==> src/rtl/parking_pkg.sv <==
// Shared types and beam-pattern table for the parking sensor emulator.
package parking_pkg;

    typedef enum logic [1:0] {
        CAR_IN  = 2'b00,
        CAR_OUT = 2'b01,
        PED_IN  = 2'b10,
        PED_OUT = 2'b11
    } cmd_t;

    typedef enum logic [2:0] {
        IDLE,
        P1,
        P2,
        P3,
        GAP
    } emu_state_t;

    // {sensor_a, sensor_b} per command type (row) and phase P1/P2/P3/GAP (column).
    localparam logic [1:0] BEAM_LUT [4][4] = '{
        '{2'b10, 2'b11, 2'b01, 2'b00},   // CAR_IN
        '{2'b01, 2'b11, 2'b10, 2'b00},   // CAR_OUT
        '{2'b10, 2'b00, 2'b01, 2'b00},   // PED_IN
        '{2'b01, 2'b00, 2'b10, 2'b00}    // PED_OUT
    };

    // Beam pattern for a given command in a given state; IDLE leaves both beams clear.
    function automatic logic [1:0] beam_pattern(input cmd_t cmd, input emu_state_t st);
        case (st)
            P1:      beam_pattern = BEAM_LUT[cmd][0];
            P2:      beam_pattern = BEAM_LUT[cmd][1];
            P3:      beam_pattern = BEAM_LUT[cmd][2];
            GAP:     beam_pattern = BEAM_LUT[cmd][3];
            default: beam_pattern = 2'b00;
        endcase
    endfunction

endpackage

==> src/rtl/phase_timer.sv <==
// Loadable down-counter that times one beam phase; expire is high while the count is zero.
module phase_timer #(
    parameter int  PHASE_CYCLES = 25_000_000,
    localparam int CNT_W        = $clog2(PHASE_CYCLES + 1)
) (
    input  logic clk,
    input  logic reset,
    input  logic load,
    output logic expire
);

    localparam logic [CNT_W-1:0] RELOAD = CNT_W'(PHASE_CYCLES - 1);

    logic [CNT_W-1:0] count;

    // Reload on request, otherwise count down and rest at zero.
    always_ff @(posedge clk or posedge reset) begin
        // NOTE: sequential state uses non-blocking assignments so every register
        // samples pre-edge values regardless of statement order.
        if (reset)
            count <= '0;
        else if (load)
            count <= RELOAD;
        else if (count != '0)
            count <= count - CNT_W'(1);
    end

    assign expire = (count == '0);

endmodule

==> src/rtl/parking_sensor_emulator.sv <==
// Transmit side of the two-beam parking sensor protocol: replays each accepted
// command as a timed P1/P2/P3/GAP beam sequence on sensor_a/sensor_b.
// Optional build macro SENSOR_EMU_REPEAT_EN adds cmd_count and back-to-back repeats.
module parking_sensor_emulator
    import parking_pkg::*;
#(
    parameter int PHASE_CYCLES = 25_000_000
) (
    input  logic       clk,
    input  logic       reset,
    input  logic       cmd_valid,
    output logic       cmd_ready,
    input  logic [1:0] cmd_type,
`ifdef SENSOR_EMU_REPEAT_EN
    input  logic [4:0] cmd_count,
`endif
    output logic       sensor_a,
    output logic       sensor_b,
    output logic       busy,
    output logic       done
);

    emu_state_t state, state_next;
    cmd_t       cmd_q, cmd_next;
    logic       accept, expire, load, done_next;
    logic [1:0] beam_q, beam_next;
`ifdef SENSOR_EMU_REPEAT_EN
    logic [4:0] remaining_q, remaining_next;
`endif

    assign cmd_ready = (state == IDLE);
    assign busy      = (state != IDLE);
    assign accept    = cmd_valid && cmd_ready;
    assign sensor_a  = beam_q[1];
    assign sensor_b  = beam_q[0];

    phase_timer #(.PHASE_CYCLES(PHASE_CYCLES)) u_phase_timer (
        .clk    (clk),
        .reset  (reset),
        .load   (load),
        .expire (expire)
    );

    // Next-state, command latch and phase-timer reload decisions.
    always_comb begin
        // NOTE: every signal gets a default before the case so no path leaves
        // one unassigned, which would otherwise infer a latch.
        state_next = state;
        cmd_next   = cmd_q;
        load       = 1'b0;
        done_next  = 1'b0;
`ifdef SENSOR_EMU_REPEAT_EN
        remaining_next = remaining_q;
`endif
        case (state)
            IDLE: if (accept) begin
                state_next = P1;
                cmd_next   = cmd_t'(cmd_type);
                load       = 1'b1;
`ifdef SENSOR_EMU_REPEAT_EN
                remaining_next = (cmd_count == 5'd0) ? 5'd1 : cmd_count;
`endif
            end
            P1: if (expire) begin
                state_next = P2;
                load       = 1'b1;
            end
            P2: if (expire) begin
                state_next = P3;
                load       = 1'b1;
            end
            P3: if (expire) begin
                state_next = GAP;
                load       = 1'b1;
            end
            GAP: if (expire) begin
                load = 1'b1;
`ifdef SENSOR_EMU_REPEAT_EN
                if (remaining_q > 5'd1) begin
                    remaining_next = remaining_q - 5'd1;
                    state_next     = P1;
                end else begin
                    state_next = IDLE;
                    done_next  = 1'b1;
                end
`else
                state_next = IDLE;
                done_next  = 1'b1;
`endif
            end
            default: state_next = IDLE;
        endcase
        // Beams are decoded from the upcoming state so the registered outputs
        // line up with the state they belong to and never glitch between phases.
        beam_next = beam_pattern(cmd_next, state_next);
    end

    // State, latched command, registered beams and the done pulse.
    always_ff @(posedge clk or posedge reset) begin
        if (reset) begin
            state  <= IDLE;
            cmd_q  <= CAR_IN;
            beam_q <= 2'b00;
            done   <= 1'b0;
        end else begin
            state  <= state_next;
            cmd_q  <= cmd_next;
            beam_q <= beam_next;
            done   <= done_next;
        end
    end

`ifdef SENSOR_EMU_REPEAT_EN
    // Remaining repetitions of the current command.
    always_ff @(posedge clk or posedge reset) begin
        if (reset)
            remaining_q <= 5'd0;
        else
            remaining_q <= remaining_next;
    end
`endif

endmodule

==> config.mk <==
export PLATFORM = sky130hd
export DESIGN_NAME = parking_sensor_emulator
export DESIGN_NICKNAME = d
export VERILOG_FILES = /design/src/rtl/parking_pkg.sv /design/src/rtl/phase_timer.sv /design/src/rtl/parking_sensor_emulator.sv
export SDC_FILE = /design/constraint.sdc
export NUM_CORES = 1
export LEC_CHECK = 0
export BUFFER_PORTS_ARGS = -buffer_cell sky130_fd_sc_hd__buf_2
export CELL_PAD_IN_SITES_DETAIL_PLACEMENT = 1
export CELL_PAD_IN_SITES_GLOBAL_PLACEMENT = 1
export CORE_AREA = 5 5 76 78
export CTS_BUF_LIST = sky130_fd_sc_hd__clkbuf_16
export CTS_CLUSTER_DIAMETER = 100
export DETAILED_ROUTE_END_ITERATION = 16
export DIE_AREA = 0 0 81 83
export GPL_ROUTABILITY_DRIVEN = 0
export PLACE_DENSITY = 0.64
export SLEW_MARGIN = 20
export SYNTH_ARGS = -nofsm -noshare
export SYNTH_HDL_FRONTEND = slang
export SYNTH_SLANG_ARGS = --single-unit
==> constraint.sdc <==
create_clock -name clk -period 6.55 [get_ports clk]
set_input_delay 1.31 -clock clk [delete_from_list [all_inputs] [get_ports clk]]
set_output_delay 1.31 -clock clk [all_outputs]
set_load 0.02 [all_outputs]
== After elaboration in Yosys (flattened, before gate mapping) ==
Index checks and enable logic that the tools add are counted.

* Logic and storage cells: 41
* Bits of input ports: 5
* Register bits after elaboration: 33

* Mux-type cells: 18
* Bitwise operators: 1
* Magnitude comparators: 1
* Reductions and logical operators: 7
* Add/sub/neg operators: 1
* Equality and inequality tests: 8

{| class="wikitable"
|+ Operator list
! kind !! count
|-
| $mux 25 || 2
|-
| $logic_not 25->1 || 1
|-
| $reduce_bool 25->1 || 1
|-
| $sub 25x1->25 const B || 1
|-
| $bmux 8 s2 || 1
|-
| $mux 8 || 2
|-
| $mux 3 || 5
|-
| $pmux 3 s5 || 1
|-
| $eq 3x2->1 const B || 4
|-
| $pmux 2 s4 || 1
|-
| $eq 3x1->1 const B || 2
|-
| $eq 3x3->1 const B || 2
|-
| $mux 2 || 2
|-
| $reduce_or 4->1 || 1
|-
| $ge 3x3->1 const B || 1
|-
| $logic_not 3->1 || 1
|-
| $mux 1 || 3
|-
| $not 2->3 || 1
|-
| $reduce_bool 3->1 || 1
|-
| $pmux 1 s2 || 1
|-
| $reduce_bool 2->1 || 1
|-
| $logic_and 1x1->1 || 1
|}

== Depth between registers and ports, before layout ==
* Depth in word-level cells: 9
* Mapped depth: 10

== Modules after synthesis ==
Synthesis repeated with hierarchy kept, for this count alone.

* Cells, all modules: 177
* Area total of the unflattened synthesis: 1,767.9 µm²

{| class="wikitable"
|+ Modules (own cells, without submodules)
! module !! cells each !! area an instance (µm²) !! times used
|-
| phase_timer || 137 || 1,335.0 || 1
|-
| parking_sensor_emulator || 40 || 432.9 || 1
|}

== Least setup slack after synthesis ==
No wires, ideal clock.

* Path kind: reg-to-output
* Start: reg state[1]
* End: out busy
* Data arrival time: 1,337 ps
* Buffers on the path: 1
* Data required time: 5,240 ps
* Path slack: 3,903 ps
* Cell stages (with the launch flop): 4
* Path through: dfrtp_1 > clkbuf_1 > nor3_1 > inv_1

* Word-level cells in the longest chain between the ends: 1

{| class="wikitable"
|+ RTL lines
! what !! line !! text
|-
| from (decl) || parking_sensor_emulator.sv:23 || <nowiki>emu_state_t state, state_next;</nowiki>
|-
| from (signal assigned) || parking_sensor_emulator.sv:106 || <nowiki>state <= state_next;</nowiki>
|-
| $reduce_bool 3->1 || parking_sensor_emulator.sv:32 || <nowiki>assign busy = (state != IDLE);</nowiki>
|-
| to (decl) || parking_sensor_emulator.sv:19 || <nowiki>output logic busy,</nowiki>
|}

Every way passes these cells.

== Final worst setup path ==
* Start: reg u_phase_timer.count[0]
* End: reg u_phase_timer.count[17]

* Word-level cells in the longest chain between the ends: 4
* Elaborated cells between the ends (all ways): 8

{| class="wikitable"
|+ RTL lines
! what !! line !! text
|-
| from (decl) || phase_timer.sv:14 || <nowiki>logic [CNT_W-1:0] count;</nowiki>
|-
| from (signal assigned) || phase_timer.sv:25 || <nowiki>count <= count - CNT_W'(1);</nowiki>
|-
| parallel branches: the longest is 4 deep, another holds $sub 25x1->25 || - ||
|}

Parallel ways; which one is timed is not known. The select of a mux whose other input is x is not followed.
A chain may end at the register's enable or synchronous reset.

==> impl_metrics.ini <==
[detailed_routing]
route.final.wire_length_um = 3940
via_per_inst = 5.18
first_iter_violations = 31
detailed_router_iteration_count_before_antenna_repair = 4
via_count = 1358
post-route-drc-count = 0
drt.antenna.violating_nets = 0
avgRoutedWirePerCell_um = 15.0

[pwr]
power.density_nw_per_um2 = 319
irDropWorstVdd_uv = 145
power_leakage_uw = 0.000769
total_power_uw = 648

[sta]
worst_slew_margin_relative_to_its_limit_pct = 55.4
hold_viol_final = 0
max_freq_mhz = 381
finClkSkew_ps = 3.38
post_route_fraction_of_the_period_consumed_by_the_critical_path_pct = 40.1
timing.final.max_slew_violations = 0
setup_violations = 0
setup_repair_after_global_routing_missed_its_margin = no
worst_slew_pin_slew_ps = 665
setup_ws_ps = 3920
finalWorstPathRequiredPeriod_ps = 2630
setup-tns-final_ps = 0

[synth]
synth.avg_cell_area_um2 = 9.75
synth_largest_type_area_fraction_pct = 46.8
synth-warning-count = 0
post-synth-top-area-cell = sky130_fd_sc_hd__dfrtp_1
netlist_instances = 181
top_post_synthesis_cells_by_area = sky130_fd_sc_hd__dfrtp_1 47%, sky130_fd_sc_hd__xnor2_1 5.5%, sky130_fd_sc_hd__nand2_1 4.9%
postSynth.asyncResetShare_pct = 100
synth.distinct_cells = 46
post-synth-top-count-cell = sky130_fd_sc_hd__dfrtp_1
postSynthRegisterBits = 33
synthesis.nets = 187
ys.flop_type = sky130_fd_sc_hd__dfrtp_1
ys_top_cells_by_count = 33 x sky130_fd_sc_hd__dfrtp_1, 23 x sky130_fd_sc_hd__nand2_1, 16 x sky130_fd_sc_hd__nor2_1
edff_count_synth = 0
area_of_the_mapped_netlist_um2 = 1770
ys_seq_area_share_pct = 46.8

[floorplan]
ios = 10
site_row_count = 26
initial_core_utilization_pct = 35.2
design.core.area_um2 = 5010
die_w_um = 81
floorplan.die_area_um2 = 6720
die_h_um = 83

[global_routing]
globalRoute.totalOverflow = 0
via_count_of_the_first_global_routing_pass = 1509
grt_pass1_wl_um = 7030
antenna_found_initial = 0
grt_max_degree = 34
groute.usage.overall_pct = 13.5

[clock_network]
htree_num_levels = 2
clockRootBuffer = sky130_fd_sc_hd__clkbuf_16
clock_sinks = 33
path_clk_slew_ps = 50
hold_buffers_post_cts = 0
worst_skew_pair.late_latency_ps = 270
post_cts_gate_resize_count = 0
maximum_count_of_clock_buffers_along_a_single_path = 2
post_cts_buffers = 0
cts_buffers = 5
tritoncts = done

[final_layout]
area_growth_syn_to_layout_pct = 14.9
finish.utilization_pct = 40.5
net_count_final = 197
n_diodes = 0
final_layout_size_suffix_gt1_share_pct = 15.1
finalNonFillerCells = 262

[worst_hold_path]
holdCritPathClass = reg -> reg

[critical_path]
worstSetupStartpointType = flip-flop
timing.critical_path.to_type = flip-flop
setup.worst_path.class = reg -> reg
crit_fanout = 12
worstPathCellList = inv_1 > ha_1 > nor4b_1 > and4_1 > nand2_1 > o31ai_2 > nor2_1
critical_path_required_ps = 6680
timing.critical_path.arrival_ps = 2750
cp_delay_by_family_top = simple AND/OR/NAND/NOR gates
critical_path.max_stage_delay_ps = 650
worstPathBufferInverterCount = 1
timing.critical_path.slowest_stage_cell = sky130_fd_sc_hd__o31ai_2

[placed_design]
total_placed_cells_including_tap_cells = 254
detailed_place_hpwl_um = 2780
port_buffers = 9
pre_cts_ws_ps = 3860

[run]
max_cap_violations = 0

[run_status]
outcome = finished, final reports clean
## per-stage QoR
| stage | instance area (µm²) | hold WS [ps] |
|---|---|---|
| finish | 2030 | 532 |
| CTS | 2030 | 533 |
| global route | 2030 | 575 |
| detailed placement | 1870 | 519 |
| floorplan | 1770 | 483 |
| global placement | 1870 | 501 |
## worst register-to-register path: stages, from the launching register on
cell	delay (ps)
sky130_fd_sc_hd__dfrtp_1	400
sky130_fd_sc_hd__inv_1	70
sky130_fd_sc_hd__ha_1	180
sky130_fd_sc_hd__nor4b_1	340
sky130_fd_sc_hd__and4_1	390
sky130_fd_sc_hd__nand2_1	330
sky130_fd_sc_hd__o31ai_2	650
sky130_fd_sc_hd__nor2_1	120
## state kept, by name (all words and copies together) (netlist names)
| register | count |
|---|---|
| u_phase_timer.count | 25 |
| state | 3 |
| beam_q | 2 |
| cmd_q | 2 |
| done | 1 |
## metal layers
layer | GRT usage [%] | routed length [µm] | vias up
li1 | - | - | 650
met1 | 15.5 | 1700 | 694
met2 | 23.3 | 2080 | 9
met3 | 3.68 | 97 | 5
met4 | 5.07 | 66 | 0
met5 | 0 | 0 | -
## layout make-up
cell class	instances	area [µm²]
multi-input cells	133	870
clock inverters	3	37.5
inverters	8	30.0
flip-flops and latches	33	826
well taps	70	87.6
repair buffers	10	52.6
clock buffers	5	125
fillers	592	2980
## cells in the final DEF (no fill, tap or decap), types with 2 or more instances in the layout
| master | count |
|---|---|
| sky130_fd_sc_hd__a21oi_1 | 5 |
| sky130_fd_sc_hd__buf_2 | 9 |
| sky130_fd_sc_hd__clkbuf_16 | 5 |
| sky130_fd_sc_hd__dfrtp_1 | 33 |
| sky130_fd_sc_hd__inv_1 | 9 |
| sky130_fd_sc_hd__mux2_2 | 3 |
| sky130_fd_sc_hd__mux2i_1 | 3 |
| sky130_fd_sc_hd__nand2_1 | 23 |
| sky130_fd_sc_hd__nand2b_1 | 4 |
| sky130_fd_sc_hd__nand3_1 | 7 |
| sky130_fd_sc_hd__nand3b_1 | 2 |
| sky130_fd_sc_hd__nand4_1 | 5 |
| sky130_fd_sc_hd__nor2_1 | 16 |
| sky130_fd_sc_hd__nor3_1 | 7 |
| sky130_fd_sc_hd__nor3b_1 | 2 |
| sky130_fd_sc_hd__nor4_1 | 6 |
| sky130_fd_sc_hd__nor4_2 | 2 |
| sky130_fd_sc_hd__o21a_1 | 2 |
| sky130_fd_sc_hd__o21ai_0 | 3 |
| sky130_fd_sc_hd__or3_1 | 2 |
| sky130_fd_sc_hd__xnor2_1 | 11 |
| sky130_fd_sc_hd__xor2_1 | 9 |
## power breakdown
group,internal [µW],switching [µW]
clock network,176,79.5
registers,242,39.5
logic,48.7,61.8
## logic make-up (layout without fill, tap and decap cells)
logic type,after synthesis,in the layout,synth area share [%]
AO/OA/AOI/OAI,20,20,7.80
XOR/XNOR,20,20,9.92
adder cells (fa/ha/maj),1,1,0.709
buffers and inverters,15,26,3.97
flip-flops,33,33,46.8
multiplexers,6,6,3.61
AND/OR/NAND/NOR,86,86,27.2
## final timing paths
kind	start	end	slack (ps)	depth (start not counted)
worst max-delay path	u_phase_timer.count[0]	u_phase_timer.count[17]	3920	7
worst min-delay path	u_phase_timer.count[14]	u_phase_timer.count[14]	530	2
worst max register to register	u_phase_timer.count[0]	u_phase_timer.count[17]	3920	7
worst min register to register	u_phase_timer.count[14]	u_phase_timer.count[14]	530	2
max in group asynchronous	reset	u_phase_timer.count[13]	5130	3
min in group asynchronous	reset	done	1120	3
Power figures use the tool's default switching activity.
